$ cat config.mk
export PLATFORM = sky130hd
export DESIGN_NAME = mdu_iterative
export DESIGN_NICKNAME = d
export VERILOG_FILES = /design/src/rtl/mdu_iterative.sv
export SDC_FILE = /design/constraint.sdc
export NUM_CORES = 1
export LEC_CHECK = 0
export ABC_AREA = 0
export BUFFER_PORTS_ARGS = -buffer_cell sky130_fd_sc_hd__buf_2
export CORE_ASPECT_RATIO = 0.5
export CORE_MARGIN = 3
export CORE_UTILIZATION = 50
export CTS_CLUSTER_DIAMETER = 100
export DETAILED_ROUTE_END_ITERATION = 10
export PLACE_DENSITY = 0.68
export SYNTH_ARGS = -nofsm -noshare
export SYNTH_HDL_FRONTEND = slang
export SYNTH_SLANG_ARGS = --single-unit
$ cat constraint.sdc
create_clock -name clk -period 4.99 [get_ports clk]
set_clock_uncertainty 0.1 [all_clocks]
set_input_delay 0.2495 -clock clk [delete_from_list [all_inputs] [get_ports clk]]
set_output_delay 0.2495 -clock clk [all_outputs]
set_load 0.005 [all_outputs]
$ cat src/rtl/mdu_iterative.sv
// mdu_iterative: multiply/divide unit with architectural HI/LO registers.
// Runs MULT/MULTU/DIV/DIVU iteratively (radix-2 shift-add multiply and
// restoring divide) under a start/busy/done handshake. MTHI/MTLO write
// HI/LO directly without going busy.
// Optional feature: define MDU_MACC_EN to add MADD/MADDU/MSUB/MSUBU
// (ops 6-9), which accumulate the product into {HI,LO}.
module mdu_iterative #(
    parameter int WIDTH    = 32,
    parameter int MUL_FAST = 0
) (
    input  logic             clk,
    input  logic             reset,
    input  logic             i_start,
    input  logic [3:0]       i_op,
    input  logic [WIDTH-1:0] i_a,
    input  logic [WIDTH-1:0] i_b,
    output logic             o_busy,
    output logic             o_done,
    output logic             o_div0,
    output logic [WIDTH-1:0] o_hi,
    output logic [WIDTH-1:0] o_lo
);

    localparam int CW = (WIDTH > 1) ? $clog2(WIDTH) : 1;

    localparam logic [3:0] OP_MULT  = 4'd0;
    localparam logic [3:0] OP_MULTU = 4'd1;
    localparam logic [3:0] OP_DIV   = 4'd2;
    localparam logic [3:0] OP_DIVU  = 4'd3;
    localparam logic [3:0] OP_MTHI  = 4'd4;
    localparam logic [3:0] OP_MTLO  = 4'd5;
`ifdef MDU_MACC_EN
    localparam logic [3:0] OP_MADD  = 4'd6;
    localparam logic [3:0] OP_MADDU = 4'd7;
    localparam logic [3:0] OP_MSUB  = 4'd8;
    localparam logic [3:0] OP_MSUBU = 4'd9;
`endif

    typedef enum logic [1:0] {
        S_IDLE,
        S_CALC,
        S_FIX
    } state_t;

    state_t r_state;
    state_t w_nextState;

    logic [CW-1:0]        r_cnt;
    logic [WIDTH-1:0]     r_ma;
    logic [WIDTH-1:0]     r_mb;
    logic                 r_sa;
    logic                 r_sb;
    logic                 r_isDiv;
    logic [2*WIDTH-1:0]   r_acc;
    logic [WIDTH-1:0]     r_hi;
    logic [WIDTH-1:0]     r_lo;
    logic                 r_done;
    logic                 r_div0;
`ifdef MDU_MACC_EN
    logic                 r_macc;
    logic                 r_sub;
`endif

    // Operation decode of the incoming request
    logic                 w_opMul;
    logic                 w_opDiv;
    logic                 w_opSigned;
    logic                 w_opArith;
    logic                 w_signA;
    logic                 w_signB;
    logic [WIDTH-1:0]     w_magA;
    logic [WIDTH-1:0]     w_magB;

`ifdef MDU_MACC_EN
    logic                 w_opMacc;
    logic                 w_opSub;
    assign w_opMacc   = (i_op == OP_MADD) || (i_op == OP_MADDU) ||
                        (i_op == OP_MSUB) || (i_op == OP_MSUBU);
    assign w_opSub    = (i_op == OP_MSUB) || (i_op == OP_MSUBU);
    assign w_opMul    = (i_op == OP_MULT) || (i_op == OP_MULTU) || w_opMacc;
    assign w_opSigned = (i_op == OP_MULT) || (i_op == OP_DIV) ||
                        (i_op == OP_MADD) || (i_op == OP_MSUB);
`else
    assign w_opMul    = (i_op == OP_MULT) || (i_op == OP_MULTU);
    assign w_opSigned = (i_op == OP_MULT) || (i_op == OP_DIV);
`endif
    assign w_opDiv    = (i_op == OP_DIV) || (i_op == OP_DIVU);
    assign w_opArith  = w_opMul || w_opDiv;

    assign w_signA = w_opSigned & i_a[WIDTH-1];
    assign w_signB = w_opSigned & i_b[WIDTH-1];
    assign w_magA  = w_signA ? -i_a : i_a;
    assign w_magB  = w_signB ? -i_b : i_b;

    // One shift-add step: add the multiplicand into the upper half when the
    // current multiplier bit (LSB) is set, then shift the whole pair right.
    logic [WIDTH:0]       w_mulSum;
    logic [2*WIDTH-1:0]   w_mulNext;
    assign w_mulSum  = {1'b0, r_acc[2*WIDTH-1:WIDTH]} + {1'b0, (r_acc[0] ? r_ma : {WIDTH{1'b0}})};
    assign w_mulNext = {w_mulSum, r_acc[WIDTH-1:1]};

    // One restoring-divide step: shift the next dividend bit into the partial
    // remainder and subtract the divisor whenever it fits.
    logic [WIDTH:0]       w_remShift;
    logic                 w_qBit;
    logic [WIDTH-1:0]     w_remNext;
    logic [2*WIDTH-1:0]   w_divNext;
    assign w_remShift = {r_acc[2*WIDTH-1:WIDTH], r_acc[WIDTH-1]};
    assign w_qBit     = (w_remShift >= {1'b0, r_mb});
    assign w_remNext  = w_qBit ? (w_remShift[WIDTH-1:0] - r_mb) : w_remShift[WIDTH-1:0];
    assign w_divNext  = {w_remNext, r_acc[WIDTH-2:0], w_qBit};

    // Sign correction applied in FIX
    logic [2*WIDTH-1:0]   w_prod;
    logic [WIDTH-1:0]     w_quot;
    logic [WIDTH-1:0]     w_rem;
    logic [WIDTH-1:0]     w_aRaw;
    assign w_prod = (r_sa ^ r_sb) ? -r_acc : r_acc;
    assign w_quot = (r_sa ^ r_sb) ? -r_acc[WIDTH-1:0] : r_acc[WIDTH-1:0];
    assign w_rem  = r_sa ? -r_acc[2*WIDTH-1:WIDTH] : r_acc[2*WIDTH-1:WIDTH];
    assign w_aRaw = r_sa ? -r_ma : r_ma;

    // State register with synchronous active-low reset
    always_ff @(posedge clk) begin
        if (!reset) begin
            r_state <= S_IDLE;
        end else begin
            r_state <= w_nextState;
        end
    end

    // Next-state logic: fast multiplies skip straight to FIX
    always_comb begin
        w_nextState = r_state;
        case (r_state)
            S_IDLE: begin
                if (i_start && w_opArith) begin
                    if ((MUL_FAST != 0) && !w_opDiv) begin
                        w_nextState = S_FIX;
                    end else begin
                        w_nextState = S_CALC;
                    end
                end
            end
            S_CALC: begin
                if (r_cnt == '0) begin
                    w_nextState = S_FIX;
                end
            end
            S_FIX: begin
                w_nextState = S_IDLE;
            end
            default: begin
                w_nextState = S_IDLE;
            end
        endcase
    end

    // Outputs: busy is high whenever an arithmetic op is in flight
    always_comb begin
        o_busy = (r_state != S_IDLE);
    end

    assign o_done = r_done;
    assign o_div0 = r_div0;
    assign o_hi   = r_hi;
    assign o_lo   = r_lo;

    // Datapath: operand capture, iteration, and final HI/LO write-back
    always_ff @(posedge clk) begin
        if (!reset) begin
            r_cnt   <= '0;
            r_ma    <= '0;
            r_mb    <= '0;
            r_sa    <= 1'b0;
            r_sb    <= 1'b0;
            r_isDiv <= 1'b0;
            r_acc   <= '0;
            r_hi    <= '0;
            r_lo    <= '0;
            r_done  <= 1'b0;
            r_div0  <= 1'b0;
`ifdef MDU_MACC_EN
            r_macc  <= 1'b0;
            r_sub   <= 1'b0;
`endif
        end else begin
            r_done <= 1'b0;
            case (r_state)
                S_IDLE: begin
                    if (i_start) begin
                        if (i_op == OP_MTHI) begin
                            r_hi   <= i_a;
                            r_div0 <= 1'b0;
                        end else if (i_op == OP_MTLO) begin
                            r_lo   <= i_a;
                            r_div0 <= 1'b0;
                        end else if (w_opArith) begin
                            r_div0  <= 1'b0;
                            r_ma    <= w_magA;
                            r_mb    <= w_magB;
                            r_sa    <= w_signA;
                            r_sb    <= w_signB;
                            r_isDiv <= w_opDiv;
                            r_cnt   <= CW'(WIDTH - 1);
`ifdef MDU_MACC_EN
                            r_macc  <= w_opMacc;
                            r_sub   <= w_opSub;
`endif
                            if (w_opDiv) begin
                                r_acc <= {{WIDTH{1'b0}}, w_magA};
                            end else if (MUL_FAST != 0) begin
                                r_acc <= {{WIDTH{1'b0}}, w_magA} * {{WIDTH{1'b0}}, w_magB};
                            end else begin
                                r_acc <= {{WIDTH{1'b0}}, w_magB};
                            end
                        end
                    end
                end
                S_CALC: begin
                    r_acc <= r_isDiv ? w_divNext : w_mulNext;
                    r_cnt <= r_cnt - CW'(1);
                end
                S_FIX: begin
                    r_done <= 1'b1;
                    if (r_isDiv) begin
                        if (r_mb == '0) begin
                            r_lo   <= '1;
                            r_hi   <= w_aRaw;
                            r_div0 <= 1'b1;
                        end else begin
                            r_lo <= w_quot;
                            r_hi <= w_rem;
                        end
                    end else begin
`ifdef MDU_MACC_EN
                        if (r_macc && r_sub) begin
                            {r_hi, r_lo} <= {r_hi, r_lo} - w_prod;
                        end else if (r_macc) begin
                            {r_hi, r_lo} <= {r_hi, r_lo} + w_prod;
                        end else begin
                            {r_hi, r_lo} <= w_prod;
                        end
`else
                        {r_hi, r_lo} <= w_prod;
`endif
                    end
                end
                default: begin
                end
            endcase
        end
    end

endmodule

==> results of run 1 <==
metrics by stage:
step / setup slack [ns] / total power (uW) / std cells / hold WS, ns / utilization (%)
global route: 0.523 / 4740 / 2813 / 0.0201 / 56.2
finish: 0.855 / 4570 / 2813 / 0.0100 / 56.2
CTS: 0.941 / 4540 / 2813 / 0.00428 / 56.2
detailed placement: 0.997 / 2920 / 2767 / 0.341 / 53.9
floorplan: 1.71 / 2540 / 2315 / 0.285 / -
global placement: 1.06 / 2910 / 2767 / 0.338 / 53.9
placed cells by master, fill, tap and decap left out, types with 61 or more instances in the layout:
cell                         n
sky130_fd_sc_hd__buf_2     137
sky130_fd_sc_hd__xor2_1     72
sky130_fd_sc_hd__a211oi_1   73
sky130_fd_sc_hd__dfxtp_1   202
sky130_fd_sc_hd__nand2_1   237
sky130_fd_sc_hd__mux2i_1    61
sky130_fd_sc_hd__ha_1       71
sky130_fd_sc_hd__xnor2_1   137
sky130_fd_sc_hd__inv_1      78
sky130_fd_sc_hd__nor2_1    211
sky130_fd_sc_hd__a21oi_1   220
sky130_fd_sc_hd__o21ai_0   136
worst max-delay path: stages (launching register included):
cell and delay [ns]:
sky130_fd_sc_hd__dfxtp_1 0.31, sky130_fd_sc_hd__buf_4 0.31, sky130_fd_sc_hd__inv_1 0.20, sky130_fd_sc_hd__nor2_1 0.15, sky130_fd_sc_hd__ha_1 0.21, sky130_fd_sc_hd__inv_1 0.07, sky130_fd_sc_hd__fa_1 0.41, sky130_fd_sc_hd__nor2b_1 0.17
sky130_fd_sc_hd__o2111a_1 0.24, sky130_fd_sc_hd__nor2_1 0.07, sky130_fd_sc_hd__o311a_1 0.41, sky130_fd_sc_hd__o41ai_2 0.64, sky130_fd_sc_hd__nand4_1 0.17, sky130_fd_sc_hd__a21oi_1 0.26, sky130_fd_sc_hd__xnor2_1 0.16, sky130_fd_sc_hd__o221ai_1 0.12
flip-flops by register name, indices dropped and copies added (netlist names):
name and cells:
o_lo 32, r_ma 32, r_cnt 5, o_hi 32
o_done 1, r_isDiv 1, r_sb 1, r_acc 64
r_sa 1, o_div0 1, r_mb 32, r_state 2
final timing paths:
check                               from        end
worst min-delay path             i_b[27]   r_mb[27]
worst max-delay path            r_acc[0]  r_acc[59]
worst min register to register  o_lo[19]   o_lo[19]
worst max register to register  r_acc[0]  r_acc[59]
power groups by stage:
stage	Sequential (uW)	Clock [uW]	Combinational (uW)
after global placement	1840	0	1070
after detailed placement	1850	0	1070
final	1820	1640	1120
after floorplan	1790	0	748
after CTS	1810	1650	1080
after global routing	1820	1720	1200
logic make-up after synthesis:
logic type               Yosys count  synth area share [%]
AND/OR/NAND/NOR                  743                  20.9
adder cells (fa/ha/maj)           73                  5.37
multiplexers                      72                  4.58
AO/OA/AOI/OAI                    751                  28.8
XOR/XNOR                         211                  10.7
buffers and inverters            261                  5.97
flip-flops                       204                  23.6
per-layer routing:
metal,global-route usage (%),part of all wire (%),wire (um),vias up
li1,-,-,-,8500
met1,53.6,44,30400,8831
met2,50.1,40,27200,1018
met3,10.5,13,9110,120
met4,8.99,2.5,1710,6
met5,0,0.060,41,-
final cells by class:
class                   count  area (um^2)
multi-input cells        1850        12200
repair buffers            177         1010
well taps                 465          582
fillers                  3309        14700
clock buffers              26          594
inverters                  79          299
clock inverters            12          103
flip-flops and latches    204         4090
what timing repair did:
item                      CTS  global route
hold endpoints to repair    8             0
gates resized for setup     0             0
hold buffers                8             0
buffers inserted            0             0
==> impl_summary.txt, run 1 <==
----------------------------------------------------
[Status]
  Outcome ... finished, final reports clean

[GRT]
  Sum of overflow across all layers after global routing ... 0
  Global-route wire length before repair ... slightly above 100 mm
  Aggregate global-route resource usage ... 36.0%
  Pin count of the biggest net entering global routing ... 61
  Initial antenna violation count ... 4
  Vias in the first global route ... 16,430

[Clocking]
  Clock Latency Late Sink ... around 0.53 ns
  Maximum clock insertion buffer count ... 3
  Number of clock sinks seen by CTS ... 204
  CTS H-tree lvls ... 1
  CTS Root Buffer Type ... sky130_fd_sc_hd__clkbuf_16
  Clock slew at reported path FFs ... 0.07 ns
  Clock buffer count from CTS ... 21
  CTS tree ... done

[Synth]
  Cell with the most instances after synthesis ... sky130_fd_sc_hd__nand2_1
  Synthesized netlist cell count ... 2,315
  Post-synth ARST share ... 0%
  Library cells used by synthesis ... 90
  Cell types occupying the most area after synthesis ... sky130_fd_sc_hd__dfxtp_1 24%, sky130_fd_sc_hd__xnor2_1 7.0%, sky130_fd_sc_hd__a21oi_1 6.4%
  Cell type with the highest aggregate area in the netlist ... sky130_fd_sc_hd__dfxtp_1
  Total of warnings raised by yosys ... 0
  Sequential fraction of the synthesis area ... 23.6%
  Number of enable flip-flop cells after synthesis ... 0
  Syn nets ... 2,459
  Post-Syn Area ... about 17,000 um^2
  Mean instance size in the synthesized netlist ... 7.46 um^2
  Most numerous cell types in the synthesized netlist ... 237 x sky130_fd_sc_hd__nand2_1, 220 x sky130_fd_sc_hd__a21oi_1, 216 x sky130_fd_sc_hd__nor2_1, 204 x sky130_fd_sc_hd__dfxtp_1, 156 x sky130_fd_sc_hd__clkbuf_1
  Synthesis-stage register bit count ... 204
  Area share of the leading cell type in the synthesized netlist ... a little under a quarter
  Synth Flop Type ... sky130_fd_sc_hd__dfxtp_1

[Final layout]
  Fraction of layout cells with a size suffix above 1 ... 11.5%
  Area Growth Syn to Fin ... 9.30%
  # nets final ... 2,477
  Design area ... 18,900 um^2
  Antenna diodes ... 0

[Flow run]
  Number of maximum-capacitance violations ... 0

[Drt]
  Vias after detailed routing ... roughly 18,000
  Drt wl/cell ... 24.3 um
  Post-route DRC violation count ... 0
  Length of the first detailed-routing pass in iterations ... 7
  Avg Vias per Cell ... 6.57
  Aggregate routed wire length ... 68.4 mm
  Final antenna-violating net count ... 0
  Starting DRT DRC Count ... around 2,400

[STA]
  Clock period minus final worst setup slack ... ~4.1 ns
  Period utilisation layout ... 82.9%
  Number of failing setup endpoints in the final timing report ... 0
  Relative slew slack ... between 20% and 30%
  Final hold vios ... 0
  Transition time at the pin with the least slew margin ... 1.14 ns
  Setup total negative slack ... 0 ns
  RSZ-0062 raised after global routing ... no
  Fmax ... 0.242 GHz
  Pins Over Slew Limit ... 0

[Worst hold path]
  Hold Path Cell Cnt ... 3
  HP Class ... input pin to register

[Setup path]
  Data required time at the worst endpoint ... 5.29 ns
  Worst Path Arrival ... 4.43 ns
  Cell depth of the worst flop-to-flop path ... 15
  Worst setup path class ... register to register
  Worst Setup Start Kind ... register
  Endpoint class of the critical path ... register
  Internal reg-to-reg setup slack ... ~0.86 ns
  CP Max Fanout ... 34

[Power and ir drop]
  Fraction of power spent switching nets ... 34.3%
  Power share of the clock group ... a little over a third
  Sequential Power Share ... ~40%
  Leakage Power ... 0.00740 uW
  PwrDens ... 242 nW/um^2
  Peak ir drop on the vdd network ... 0.217 mV
  Combinational power share ... 24.4%
  Internal Power ... 3000 uW
  Reported net switching power ... approximately 1600 uW

[Placed design]
  Sum of net half-perimeters after detailed placement ... ~53 mm
  Total placed instance area ... 18,100 um^2
  Placer congestion estimate ... 1.02
  Number of input and output port buffers inserted ... 137

[Floorplan]
  I/O pin count ... approximately 140
  Starting density of the core ... 51.5%
  Core region area ... about 34,000 um^2
  Width of the die ... approximately 270 um
  Die area ... 37,000 um^2
  Die boundary height ... ~140 um
  Number of placement rows ... 47

----------------------------------------------------
Note: power is estimated with default switching activity, not from simulation.
==> inputs of run 2 (changes only) <==
- clock period: 4.99 -> 4 ns (I/O delays scaled with it)
==> impl_summary.txt, run 2 (synthesis gave the netlist of run 1 again) <==
----------------------------------------------------
[GRT]
  Initial antenna violation count ... 4 (unchanged)
  Vias in the first global route ... 16,643 (+1.3%)
  Pin count of the biggest net entering global routing ... 121 (+98%)
  Sum of overflow across all layers after global routing ... 0 (unchanged)
  Global-route wire length before repair ... 103 mm (+1.5%)
  Aggregate global-route resource usage ... 36.8% (+0.84 points)

[Setup path]
  Crit-path leading delay family ... compound AO/OA/AOI/OAI gates
  CP Max Fanout ... 4 (-88%)
  Worst Path Arrival ... 4.06 ns (-0.37 ns)
  Worst stage delay on the critical path ... 0.41 ns (-0.23 ns)
  Internal reg-to-reg setup slack ... 0.27 ns (-0.59 ns)
  Cell-by-cell trace of the critical path ... inv_1, ha_1, inv_1, fa_1, a21oi_1, o211ai_2, a41oi_4, nor4_2, o211a_1, o31a_1, or3_1, a311o_1, a32o_1
  Data required time at the worst endpoint ... 4.33 ns (-0.96 ns)
  Total buffers and inverters traversed by the critical path ... 2 (-1)
  Cell type of the slowest stage on the worst timing path ... sky130_fd_sc_hd__fa_1
  Endpoint class of the critical path ... register
  Worst setup path class ... register to register
  CP most frequent cell ... sky130_fd_sc_hd__inv_1
  Worst Setup Start Kind ... register

[Drt]
  Aggregate routed wire length ... 70.5 mm (+3.1%)
  Vias after detailed routing ... 18,748 (+1.5%)
  Length of the first detailed-routing pass in iterations ... 5 (-2)
  Post-route DRC violation count ... 0 (unchanged)
  Final antenna-violating net count ... 0 (unchanged)
  Avg Vias per Cell ... 6.54 (-0.47%)
  Drt wl/cell ... 24.6 um (+1.1%)
  Starting DRT DRC Count ... 2,703 (+14%)

[STA]
  Number of failing setup endpoints in the final timing report ... 0 (unchanged)
  Fmax ... 0.268 GHz (+11%)
  Period utilisation layout ... 93.2% (+10 points)
  Transition time at the pin with the least slew margin ... 1.27 ns (+0.128 ns)
  Final hold vios ... 0 (unchanged)
  Pins Over Slew Limit ... 0 (unchanged)
  Setup total negative slack ... 0 ns (unchanged)
  Clock period minus final worst setup slack ... 3.73 ns (-0.405 ns)
  RSZ-0062 raised after global routing ... no
  Relative slew slack ... 14.9% (-8.9 points)
  Final setup margin ... 0.270 ns (-0.585 ns)

[Final layout]
  # nets final ... 2,538 (+2.5%)
  Non-filler instance count after layout ... 2,868 (+2.0%)
  Area Growth Syn to Fin ... 12.3%
  Register with the most flip-flops ... r_acc
  Highest-count cells in the layout ignoring fill and taps ... 237 x sky130_fd_sc_hd__nand2_1, 220 x sky130_fd_sc_hd__a21oi_1, 211 x sky130_fd_sc_hd__nor2_1
  Leading cell type in the layout, fill and taps excluded ... sky130_fd_sc_hd__nand2_1
  Antenna diodes ... 0 (unchanged)
  Largest register FFs ... 64 (unchanged)
  Fraction of layout cells with a size suffix above 1 ... 12.9% (+1.4 points)

[Status]
  Outcome ... finished, final reports clean

[Clocking]
  Clock slew at reported path FFs ... 0.07 ns (about the same)
  Number of clock sinks seen by CTS ... 204 (unchanged)
  CTS Root Buffer Type ... sky130_fd_sc_hd__clkbuf_16
  Maximum clock insertion buffer count ... 3 (unchanged)
  Clock buffer count from CTS ... 21 (unchanged)
  CTS H-tree lvls ... 1 (unchanged)
  Clock Latency Late Sink ... 0.55 ns (+0.02 ns)
  CTS tree ... done

[Power and ir drop]
  Power share of the clock group ... 34.9% (-0.9 points)
  Fraction of power spent switching nets ... 34.6% (+0.28 points)
  Leakage Power ... 0.00771 uW (+4.1%)
  Peak ir drop on the vdd network ... 0.304 mV (+40%)
  Internal Power ... 3760 uW (+25%)
  Combinational power share ... 25.7% (+1.3 points)
  Sequential Power Share ... 39.4% (-0.4 points)
  PwrDens ... 296 nW/um^2 (+22%)
  Reported net switching power ... 1990 uW (+27%)

[Floorplan]
  I/O pin count ... 138 (unchanged)
  Starting density of the core ... 51.5% (unchanged)
  Die area ... 37,000 um^2 (unchanged)
  Core region area ... 33,600 um^2 (unchanged)
  Number of placement rows ... 47 (unchanged)
  Width of the die ... 269 um (unchanged)
  Die boundary height ... 137 um (unchanged)

[Placed design]
  Sum of net half-perimeters after detailed placement ... 54.3 mm (+3.0%)
  Placed insts ... 2,814 (+1.7%)
  Post-placement setup slack ... 0.327 ns (-0.669 ns)
  Number of input and output port buffers inserted ... 137 (unchanged)
  Placer congestion estimate ... 1.03 (+1.8%)

[Flow run]
  Number of maximum-capacitance violations ... 0 (unchanged)

[Worst hold path]
  HP Class ... input pin to register

----------------------------------------------------
==> run 2: changes by cell type in the layout (fill, tap and decap cells not counted), sizes merged <==
cell and change:
buf +47, dlygate4sd3 +14, clkinv -5, inv -2
clkinvlp +1
==> run 2: stage by stage <==
stage / power, uW / hold slack, ns / cell area, um^2 / util (%)
after floorplan: 3170 / 0.236 / 17300 / -
after global placement: 3690 / 0.338 / 18500 / 55.2
after detailed placement: 3690 / 0.341 / 18500 / 55.2
after CTS: 5690 / 0.00124 / 19400 / 57.8
after global routing: 5910 / 0.0396 / 19400 / 57.8
final: 5740 / 0.0160 / 19400 / 57.8
==> run 2: tightest hold or removal path, cell delays in order <==
cell and delay [ns]:
sky130_fd_sc_hd__buf_2 0.13, sky130_fd_sc_hd__a21oi_1 0.07, sky130_fd_sc_hd__nand2_1 0.07, sky130_fd_sc_hd__a22oi_1 0.07
sky130_fd_sc_hd__nor2_1 0.08
==> run 2: path summary, 6_finish.rpt <==
kind,from,to,cells past startpoint
worst max register to register,r_acc[31],r_acc[60],13
worst max-delay path,r_acc[31],r_acc[60],13
worst min register to register,o_lo[19],o_lo[19],2
worst min-delay path,i_op[2],o_div0,5
==> run 2: power groups by stage <==
stage | Combinational [uW] | Clock, uW | Sequential [uW]
after floorplan | 934 | 0 | 2230
after global placement | 1400 | 0 | 2290
after detailed placement | 1400 | 0 | 2300
after CTS | 1420 | 2010 | 2250
after global routing | 1570 | 2080 | 2260
final | 1480 | 2010 | 2260
==> run 2: metal layers <==
metal | GRT usage (%) | wire, um
met5 | 0 | 64
met4 | 7.70 | 1520
met3 | 13.6 | 9740
met2 | 51.0 | 27800
met1 | 53.8 | 31400
==> run 2: cell type report <==
class	instances	area, um^2
clock buffer	26	584
clock inverter	6	65.1
fill	3272	14200
inverter	79	299
multi-input combinational	1850	12200
sequential	204	4090
tap	465	582
timing repair buffer	238	1560
==> run 2: what timing repair did <==
action | CTS | global route
hold buffers | 22 | 0
resized for setup | 0 | 1
endpoints found under the hold margin | 25 | 0
setup endpoints to repair | 0 | 2
buffers inserted | 0 | 0
